$ cat config.mk
export PLATFORM = sky130hd
export DESIGN_NAME = countdown_ctrl
export DESIGN_NICKNAME = d
export VERILOG_FILES = /design/src/rtl/countdown_pkg.sv /design/src/rtl/tick_prescaler.sv /design/src/rtl/countdown_ctrl.sv
export SDC_FILE = /design/constraint.sdc
export NUM_CORES = 1
export LEC_CHECK = 0
export CORE_UTILIZATION = 65
export CTS_BUF_LIST = sky130_fd_sc_hd__clkbuf_4 sky130_fd_sc_hd__clkbuf_8
export CTS_CLUSTER_DIAMETER = 60
export DETAILED_ROUTE_END_ITERATION = 6
export DONT_BUFFER_PORTS = 1
export PLACE_DENSITY = 0.79
export SKIP_CTS_REPAIR_TIMING = 1
export SLEW_MARGIN = 20
export SYNTH_ARGS = -nofsm -noshare
export SYNTH_HDL_FRONTEND = slang
export SYNTH_SLANG_ARGS = --single-unit
export TNS_END_PERCENT = 10
$ cat constraint.sdc
create_clock -name clk -period 4.6 [get_ports clk]
set_input_delay 0.46 -clock clk [delete_from_list [all_inputs] [get_ports clk]]
set_output_delay 0.46 -clock clk [all_outputs]
set_load 0.01 [all_outputs]
$ cat src/rtl/countdown_pkg.sv
// countdown_pkg: shared state encodings and LED constant for the countdown controller
package countdown_pkg;
  typedef enum logic [1:0] {
    ST_IDLE  = 2'b00,
    ST_RUN   = 2'b01,
    ST_PAUSE = 2'b10,
    ST_DONE  = 2'b11
  } state_t;
  localparam logic [15:0] LED_ALL_ON = 16'hFFFF;
endpackage

$ cat src/rtl/tick_prescaler.sv
// tick_prescaler: free-running prescaler with enable and clear; tick while all ones
module tick_prescaler #(
  parameter int W = 27
) (
  input  logic clk,
  input  logic rst,
  input  logic en,
  input  logic clr,
  output logic tick
);
  logic [W-1:0] cnt_q;
  always_ff @(posedge clk)
    if (!rst || clr) cnt_q <= '0;
    else if (en) cnt_q <= cnt_q + 1'b1;
  assign tick = &cnt_q;
endmodule

$ cat src/rtl/countdown_ctrl.sv
// countdown_ctrl: start/pause/clear countdown FSM with prescaled tick
// Define COUNTDOWN_CTRL_AUTORELOAD_EN to restart automatically one tick period after DONE.
module countdown_ctrl
  import countdown_pkg::*;
#(
  parameter int TICK_W = 27
) (
  input  logic        clk,
  input  logic        rst,
  input  logic        start_pb,
  input  logic        clear_pb,
  input  logic        cnt_zero,
  output logic        load,
  output logic        dec,
  output logic [1:0]  state,
  output logic [15:0] led
);
  state_t state_q;
  logic load_q, dec_q, tick, pre_en, pre_clr;
  logic [15:0] led_q;
  // A start or clear edge must not advance the prescaler, so a pause freezes the pre-pause value
`ifdef COUNTDOWN_CTRL_AUTORELOAD_EN
  assign pre_en  = !clear_pb && ((state_q == ST_RUN && !start_pb) || state_q == ST_DONE);
  assign pre_clr = clear_pb || state_q == ST_IDLE || (state_q == ST_DONE && tick);
`else
  assign pre_en  = !clear_pb && state_q == ST_RUN && !start_pb;
  assign pre_clr = clear_pb || state_q == ST_IDLE;
`endif
  tick_prescaler #(.W(TICK_W)) u_pre (
    .clk (clk),
    .rst (rst),
    .en  (pre_en),
    .clr (pre_clr),
    .tick(tick)
  );
  always_ff @(posedge clk) begin
    if (!rst) begin
      state_q <= ST_IDLE;
      load_q  <= 1'b1;
      dec_q   <= 1'b0;
      led_q   <= '0;
    end else begin
      load_q <= 1'b0;
      dec_q  <= 1'b0;
      if (clear_pb) begin
        state_q <= ST_IDLE;
        load_q  <= 1'b1;
        led_q   <= '0;
      end else begin
        case (state_q)
          ST_IDLE:  if (start_pb) state_q <= ST_RUN;
          ST_RUN:
            if (start_pb) state_q <= ST_PAUSE;
            else if (tick && cnt_zero) begin
              state_q <= ST_DONE;
              led_q   <= LED_ALL_ON;
            end else if (tick) dec_q <= 1'b1;
          ST_PAUSE: if (start_pb) state_q <= ST_RUN;
          ST_DONE: begin
`ifdef COUNTDOWN_CTRL_AUTORELOAD_EN
            if (tick) begin
              state_q <= ST_RUN;
              load_q  <= 1'b1;
              led_q   <= '0;
            end
`endif
          end
        endcase
      end
    end
  end
  assign load  = load_q;
  assign dec   = dec_q;
  assign state = state_q;
  assign led   = led_q;
endmodule

* Yosys cells after proc, flatten, opt, wreduce, memory -nomap -nowiden
Cells that the tools add are included.
** Word-level totals
- Register bits :: 32
- Input port bits :: 5
- Output and inout port bits :: 20
** Operators by class
- Add/sub/neg operators :: 1
- Equal/unequal tests :: 4
- Multiplexer cells :: 6
- Bitwise operators :: 3
- Reductions and logical operators :: 16
** Operators with widths (count)
- $add A27 B1 Y27 const B :: 1
- $reduce_and A27 Y1 :: 1
- $mux W2 :: 3
- $reduce_and A3 Y1 :: 2
- $reduce_or A5 Y1 :: 1
- $pmux W2 S2 :: 1
- $reduce_or A2 Y1 :: 2
- $logic_and A1 B1 Y1 :: 3
- $logic_not A1 Y1 :: 3
- $ne A3 B2 Y1 const B :: 1
- $not A1 Y1 :: 3
- $eq A2 B1 Y1 const B :: 1
- $eq A2 B2 Y1 const B :: 1
- $logic_not A2 Y1 :: 1
- $logic_or A1 B1 Y1 :: 2
- $mux W1 :: 2
- $ne A2 B1 Y1 const B :: 1
- $reduce_bool A2 Y1 :: 1

* Logic depth before layout (Yosys ltp)
Gate-level depths: netlist of the first run.
- Depth in word-level cells :: 5
- Mapped depth :: 6
- Mapped depth without buffers :: 5

* Cells and area by module
From an unflattened synthesis of the first run, not the netlist that was laid out.
** Second synthesis, totals
- Cell total of the unflattened synthesis :: 185
- Area total of the unflattened synthesis :: 1635.3 sq um
** Modules (own cells, without submodules)
- tick_prescaler :: instances 1, cells an instance 151, area each 1305.0 sq um, seq. area each 540.5 sq um
- countdown_ctrl :: instances 1, cells an instance 34, area each 330.3 sq um, seq. area each 100.1 sq um

* Worst setup path after synthesis of the first run
Ideal clock, no wire load.
- Path type :: register -> register
- From :: register u_pre.cnt_q[4]
- To :: register u_pre.cnt_q[26]
- Data arrival time :: 1787 ps
- Data required time :: 4479 ps
- Slack :: 2692 ps
- Stages on the path, launching flop included :: 6
- Cell sequence :: dfxtp_1 -> nand4_2 -> or4_1 -> buf_2 -> nor4_1 -> mux2_2
** On the way
- Cells in the longest elaborated chain, start to end :: 1
** RTL lines
- start: declaration :: RTL line tick_prescaler.sv:11 : logic [W-1:0] cnt_q;
- start signal: assignment :: RTL line tick_prescaler.sv:14 : else if (en) cnt_q <= cnt_q + 1'b1;
- $add A27 B1 Y27 :: RTL line tick_prescaler.sv:14
No other way between the ends.
A chain may end at the register's enable or synchronous reset.

* Final worst setup path of the first run
- From :: register state_q[0] (netlist: state[0])
- To :: register u_pre.cnt_q[10]
** On the way
- Cells in the longest elaborated chain, start to end :: 3
** RTL lines
- start: declaration :: RTL line countdown_ctrl.sv:18 : state_t state_q;
- start signal: assignment :: RTL line countdown_ctrl.sv:38 : state_q <= ST_IDLE;
- start signal: assignment :: RTL line countdown_ctrl.sv:46 : state_q <= ST_IDLE;
- start signal: assignment :: RTL line countdown_ctrl.sv:51 : ST_IDLE: if (start_pb) state_q <= ST_RUN;
- $eq A2 B1 Y1 / $logic_not A2 Y1 (equally long branches) :: RTL line countdown_ctrl.sv:26, countdown_ctrl.sv:27
- $logic_and A1 B1 Y1 / $logic_or A1 B1 Y1 (equally long branches) :: RTL line countdown_ctrl.sv:26, countdown_ctrl.sv:27
- $logic_and A1 B1 Y1 / $logic_or A1 B1 Y1 (equally long branches) :: RTL line countdown_ctrl.sv:26, tick_prescaler.sv:13
Parallel ways exist; a longest one is shown, timed or not.

==> results of run 1 <==
==> stage by stage <==
stage                util  worst slack, ns  std cells
floorplan               -             2.69        200
global placement    0.646             2.27        209
detailed placement  0.646             2.17        209
CTS                 0.673             2.17        216
global route        0.673             2.02        216
finish              0.673             2.15        216
==> cell usage in the layout, fill, tap and decap left out, types with 2 or more instances in the layout <==
cell      netlist  routed
dfxtp_1        32      31
mux2i_1         3       3
o21ai_0         6       5
and4_1          3       3
inv_1           5       5
or4_1          12      12
or4b_2          2       2
clkbuf_4        0       5
nand2_1        17      17
nor3_1          2       2
nand3_1        14      14
or3_1           4       4
o31ai_1         7       7
xnor2_1         4       4
nand4_1        11      11
nor4_1          4       4
xor2_1          5       5
nor2_1         16      16
a21oi_1        12      12
o211ai_1        3       3
clkbuf_8        0       2
and3_1          3       3
==> worst max-delay path, cell delays in order, from the launching register on <==
cell and delay [ns]:
dfxtp_1 0.52, nor4b_4 0.68, nand2_1 0.36, or4b_2 0.69, a21oi_1 0.15
==> power by group <==
part / total [mW] / internal [mW] / switching, mW
logic: 0.00770 / 0.00271 / 0.00499
clock network: 0.178 / 0.0865 / 0.0914
registers: 0.280 / 0.278 / 0.00185
==> state kept, by name (all words and copies together), names as in the netlist <==
register and count:
dec 1, load 1, state 2, u_pre.cnt_q 27
led 1
==> worst max-delay path by stage <==
stage / depth (start not counted) / start / slack (ns) / to
after floorplan: 5 / u_pre.cnt_q[4]$_SDFFE_PP0P_ / 2.69 / u_pre.cnt_q[26]$_SDFFE_PP0P_
after global placement: 4 / state[0]$_SDFFE_PP0P_ / 2.27 / u_pre.cnt_q[10]$_SDFFE_PP0P_
after detailed placement: 4 / state[0]$_SDFFE_PP0P_ / 2.17 / u_pre.cnt_q[10]$_SDFFE_PP0P_
after CTS: 4 / state[0]$_SDFFE_PP0P_ / 2.17 / u_pre.cnt_q[10]$_SDFFE_PP0P_
after global routing: 4 / state[0]$_SDFFE_PP0P_ / 2.02 / u_pre.cnt_q[10]$_SDFFE_PP0P_
final: 4 / state[0]$_SDFFE_PP0P_ / 2.15 / u_pre.cnt_q[10]$_SDFFE_PP0P_
==> layer usage <==
| layer | vias up | GRT usage | wire (um) |
|---|---|---|---|
| met5 | - | 0 | 0 |
| met4 | 0 | 0.136 | 72 |
| met3 | 10 | 0.0696 | 244 |
| met2 | 51 | 0.405 | 1550 |
| met1 | 661 | 0.361 | 1560 |
| li1 | 693 | - | - |
==> cell type report <==
type | count | area (sq um)
Fill cell | 206 | 803
Inverter | 5 | 18.8
Timing Repair Buffer | 1 | 7.51
Clock buffer | 7 | 65.1
Multi-Input combinational cell | 141 | 881
Sequential cell | 32 | 642
Tap cell | 30 | 37.5
==> cells by family after synthesis <==
logic type,Yosys count,share of synthesized area
AND/OR/NAND/NOR,96,0.334
flip-flops,32,0.381
adder cells (fa/ha/maj),1,0.00744
AO/OA/AOI/OAI,31,0.112
buffers and inverters,27,0.0946
multiplexers,4,0.0246
XOR/XNOR,9,0.0469
==> out/results.txt, run 1 <==
reg2reg path depth: 4
GR Util All Layers: 0.273
CTS sink cnt: 32
diode count: 0
clock skew: 0.0122 ns
asr flop ratio synth: 0
first-pass GRT wire length: 5.44 mm
row count: 18
mapped cell area: 1680 sq um
EDFF count, synth: 0
largest fanout on the critical path: 14
share of the synthesized area in the top cell type: 0.381
Routed WL per cell: 15.9 um
CP arrival: 2.74 ns
Netlist cell types: 36
Crit. End Element: register
Worst VDD drop: 258 uV
CTS Buf Count: 5
Syn. warnings: 0
Core Box Area: 2450 sq um
CTS root buf: clkbuf_4
Crit Path Category: register to register
Max-Cap Viols: 0
status: completed
reg-to-reg endpoint: u_pre.cnt_q[10]$_SDFFE_PP0P_
worst slew pin tran: 0.834 ns
placed cell area: 1590 sq um
HP Start: cnt_zero
First-pass DRT Iterations: 4
worst hold path class: primary input to register
PwrDens: 282 nW/um^2
drc violations: 0
cells after synthesis: 200
Synth top cells by count: dfxtp_1, nand2_1, nor2_1, buf_4, nand3_1
number of antenna violations at the first check in global routing: 0
top-count cell post-synth: dfxtp_1
TritonCTS clock tree: done
nets: 192
Power, Total: 0.465 mW
Final Cycle Share: 0.534
port buffer count: 0
largest net degree at the start of global routing: 25
Initial Utilization: 0.685
sequential fraction of the synthesis area: 0.381
ys flop type: dfxtp_1
layout cell share with drive strength beyond 1: 0.0914
Yosys reg bits: 32
CP Launch Type: register
Vias: 1415
Fin. Hold Viols: 0
Die Y-Extent: 52.8 um
RSZ-0062 raised after global routing: no
Top Ports: 25
vias per cell: 6.55
DRT iter0 DRCs: 65
r2r startpoint: state[0]$_SDFFE_PP0P_
grt ovf: 0
syn_nets: 206
Syn Area/Cell: 8.40 sq um
Min-Delay Path Depth: 1
DP HPWL: 2.41 mm
Final Max Tran Viols: 0
Post-Route WL: 3.43 mm
die width: 52.8 um
Placer Congestion: 0.906
Hold EP: dec$_SDFF_PP0_
Clock transition at path regs: 0.10 ns
Static Leak: 0.481 nW
reg2reg setup slack: 2.15 ns
cell taking the most area after synthesis: dfxtp_1
Clock Tree Buf Depth: 2
Layout area overhead: -1.71%
Final Instance Area: 1650 sq um
hold_ws: 0.194 ns
die area: 2790 sq um
vias in the first global route: 1288
Area contributors post-synth: dfxtp_1, buf_4, or4_1
H-tree depth: 2
Antenna Violating Nets Remaining: 0
worst skew pair latency: 0.34 ns
fin crit period: 2.45 ns
Data required, critical path: 4.88 ns
total negative slack: 0 ns
slew margin rel.: 0.444
final setup vio count: 0
Max Fclk: 407 MHz
(Power assumes the default switching activity.)
==> run 2: changes to the inputs <==
- CORE_UTILIZATION: 65 -> 59
- PLACE_DENSITY: 0.79 -> 0.76
- clock period: 4.6 -> 2.1 ns (I/O delays scaled with it)
==> out/results.txt, run 2 (synthesis results as in run 1) <==
DRT iter0 DRCs: 106
final setup vio count: 0
grt ovf: 0
most common cell after layout, fill and taps aside: dfxtp_1
Antenna Violating Nets Remaining: 0
CP Launch Type: register
die area: 3070 sq um
reg-to-reg endpoint: u_pre.cnt_q[10]$_SDFFE_PP0P_
First-pass DRT Iterations: 4
DP HPWL: 2.57 mm
r2r startpoint: u_pre.cnt_q[0]$_SDFFE_PP0P_
drc violations: 0
Final Max Tran Viols: 0
Power, Total: 1.03 mW
row count: 18
most frequent cells in the layout: dfxtp_1, nand2_1, nor2_1
nets: 204
CTS Buf Count: 5
CTS sink cnt: 32
Die Y-Extent: 55.4 um
Sequential Power Share: 0.590
PwrDens: 588 nW/um^2
Crit Path Category: register to register
die width: 55.4 um
most flop-heavy register: u_pre.cnt_q
first-pass GRT wire length: 5.88 mm
Clock Tree Buf Depth: 2
layout cell share with drive strength beyond 1: 0.141
worst hold path class: primary input to register
slew margin rel.: 0.651
Top Ports: 25
vias in the first global route: 1361
pre-CTS WS: 0.103 ns
TritonCTS clock tree: done
Switching Fraction: 0.217
port buffer count: 0
Final Cycle Share: 0.928
worst skew pair latency: 0.34 ns
Layout area overhead: 4.69%
Clock transition at path regs: 0.10 ns
Placer Congestion: 0.860
Initial Utilization: 0.649
internal power: 0.810 mW
GR Util All Layers: 0.242
Max-Cap Viols: 0
setup ws final: 0.151 ns
Worst Setup SP: u_pre.cnt_q[0]$_SDFFE_PP0P_
Clk pwr share: 0.385
Fin. Hold Viols: 0
Crit. End Element: register
number of antenna violations at the first check in global routing: 0
vias per cell: 6.49
reg2reg setup slack: 0.15 ns
Static Leak: 0.541 nW
status: completed
CP arrival: 2.22 ns
Routed WL per cell: 16.0 um
fin cells: 228
max FFs per register: 27
diode count: 0
Max Fclk: 513 MHz
RSZ-0062 raised after global routing: no
Data required, critical path: 2.37 ns
P_sw: 0.225 mW
Worst VDD drop: 417 uV
Setup crit end: u_pre.cnt_q[10]$_SDFFE_PP0P_
Comb pwr share: 0.025
Vias: 1479
largest net degree at the start of global routing: 25
reg2reg path depth: 5
Inst Count DP: 218
CTS root buf: clkbuf_4
clock skew: 0.00876 ns
Core Box Area: 2590 sq um
total negative slack: 0 ns
largest fanout on the critical path: 9
hold_ws: 0.0347 ns
fin crit period: 1.95 ns
worst slew pin tran: 0.521 ns
H-tree depth: 2
Post-Route WL: 3.64 mm
==> run 2: cell types whose count changed in the layout (fill, tap and decap cells not counted), sizes merged <==
cell and change:
buf +9, dlygate4sd3 +3
==> run 2: power by group through the flow <==
| stage | Combinational, mW | Sequential, mW | Clock [mW] |
|---|---|---|---|
| after floorplan | 0.0127 | 0.626 | 0 |
| after global placement | 0.0203 | 0.625 | 0 |
| after detailed placement | 0.0212 | 0.625 | 0 |
| after CTS | 0.0212 | 0.610 | 0.400 |
| after global routing | 0.0284 | 0.611 | 0.428 |
| final | 0.0261 | 0.610 | 0.398 |
==> run 2: area by class of cell <==
type / count / area, sq um
Multi-Input combinational cell: 141 / 891
Fill cell: 205 / 831
Sequential cell: 32 / 642
Timing Repair Buffer: 13 / 105
Clock buffer: 7 / 65.1
Tap cell: 30 / 37.5
Inverter: 5 / 18.8
==> run 2: critical path: stages (launching register included) <==
cell     delay [ns]
dfxtp_1        0.41
ha_1           0.21
and3_1         0.19
nand2_1        0.22
or4b_2         0.68
a21oi_1        0.17
==> run 2: worst min-delay path by stage <==
stage,startpoint,to,slack (ns),depth (start not counted)
floorplan,cnt_zero,dec$_SDFF_PP0_,0.29,1
CTS,cnt_zero,dec$_SDFF_PP0_,-0.07,1
detailed placement,cnt_zero,dec$_SDFF_PP0_,0.29,1
global route,cnt_zero,led[0]$_SDFFE_PP0P_,0.03,2
finish,cnt_zero,led[0]$_SDFFE_PP0P_,0.03,2
global placement,cnt_zero,dec$_SDFF_PP0_,0.29,1
==> run 2: per-layer routing <==
| layer | routed length, um | global-route usage | vias to the layer above |
|---|---|---|---|
| li1 | - | - | 722 |
| met3 | 225 | 0.0515 | 9 |
| met1 | 1560 | 0.302 | 689 |
| met4 | 68 | 0.100 | 0 |
| met5 | 0 | 0 | - |
| met2 | 1780 | 0.404 | 59 |
==> run 2: stage by stage <==
stage                     cell area (sq um)  utilization
final                                  1760        0.679
after CTS                              1720        0.664
after floorplan                        1680            -
after global placement                 1650        0.639
after detailed placement               1650        0.639
after global routing                   1760        0.679
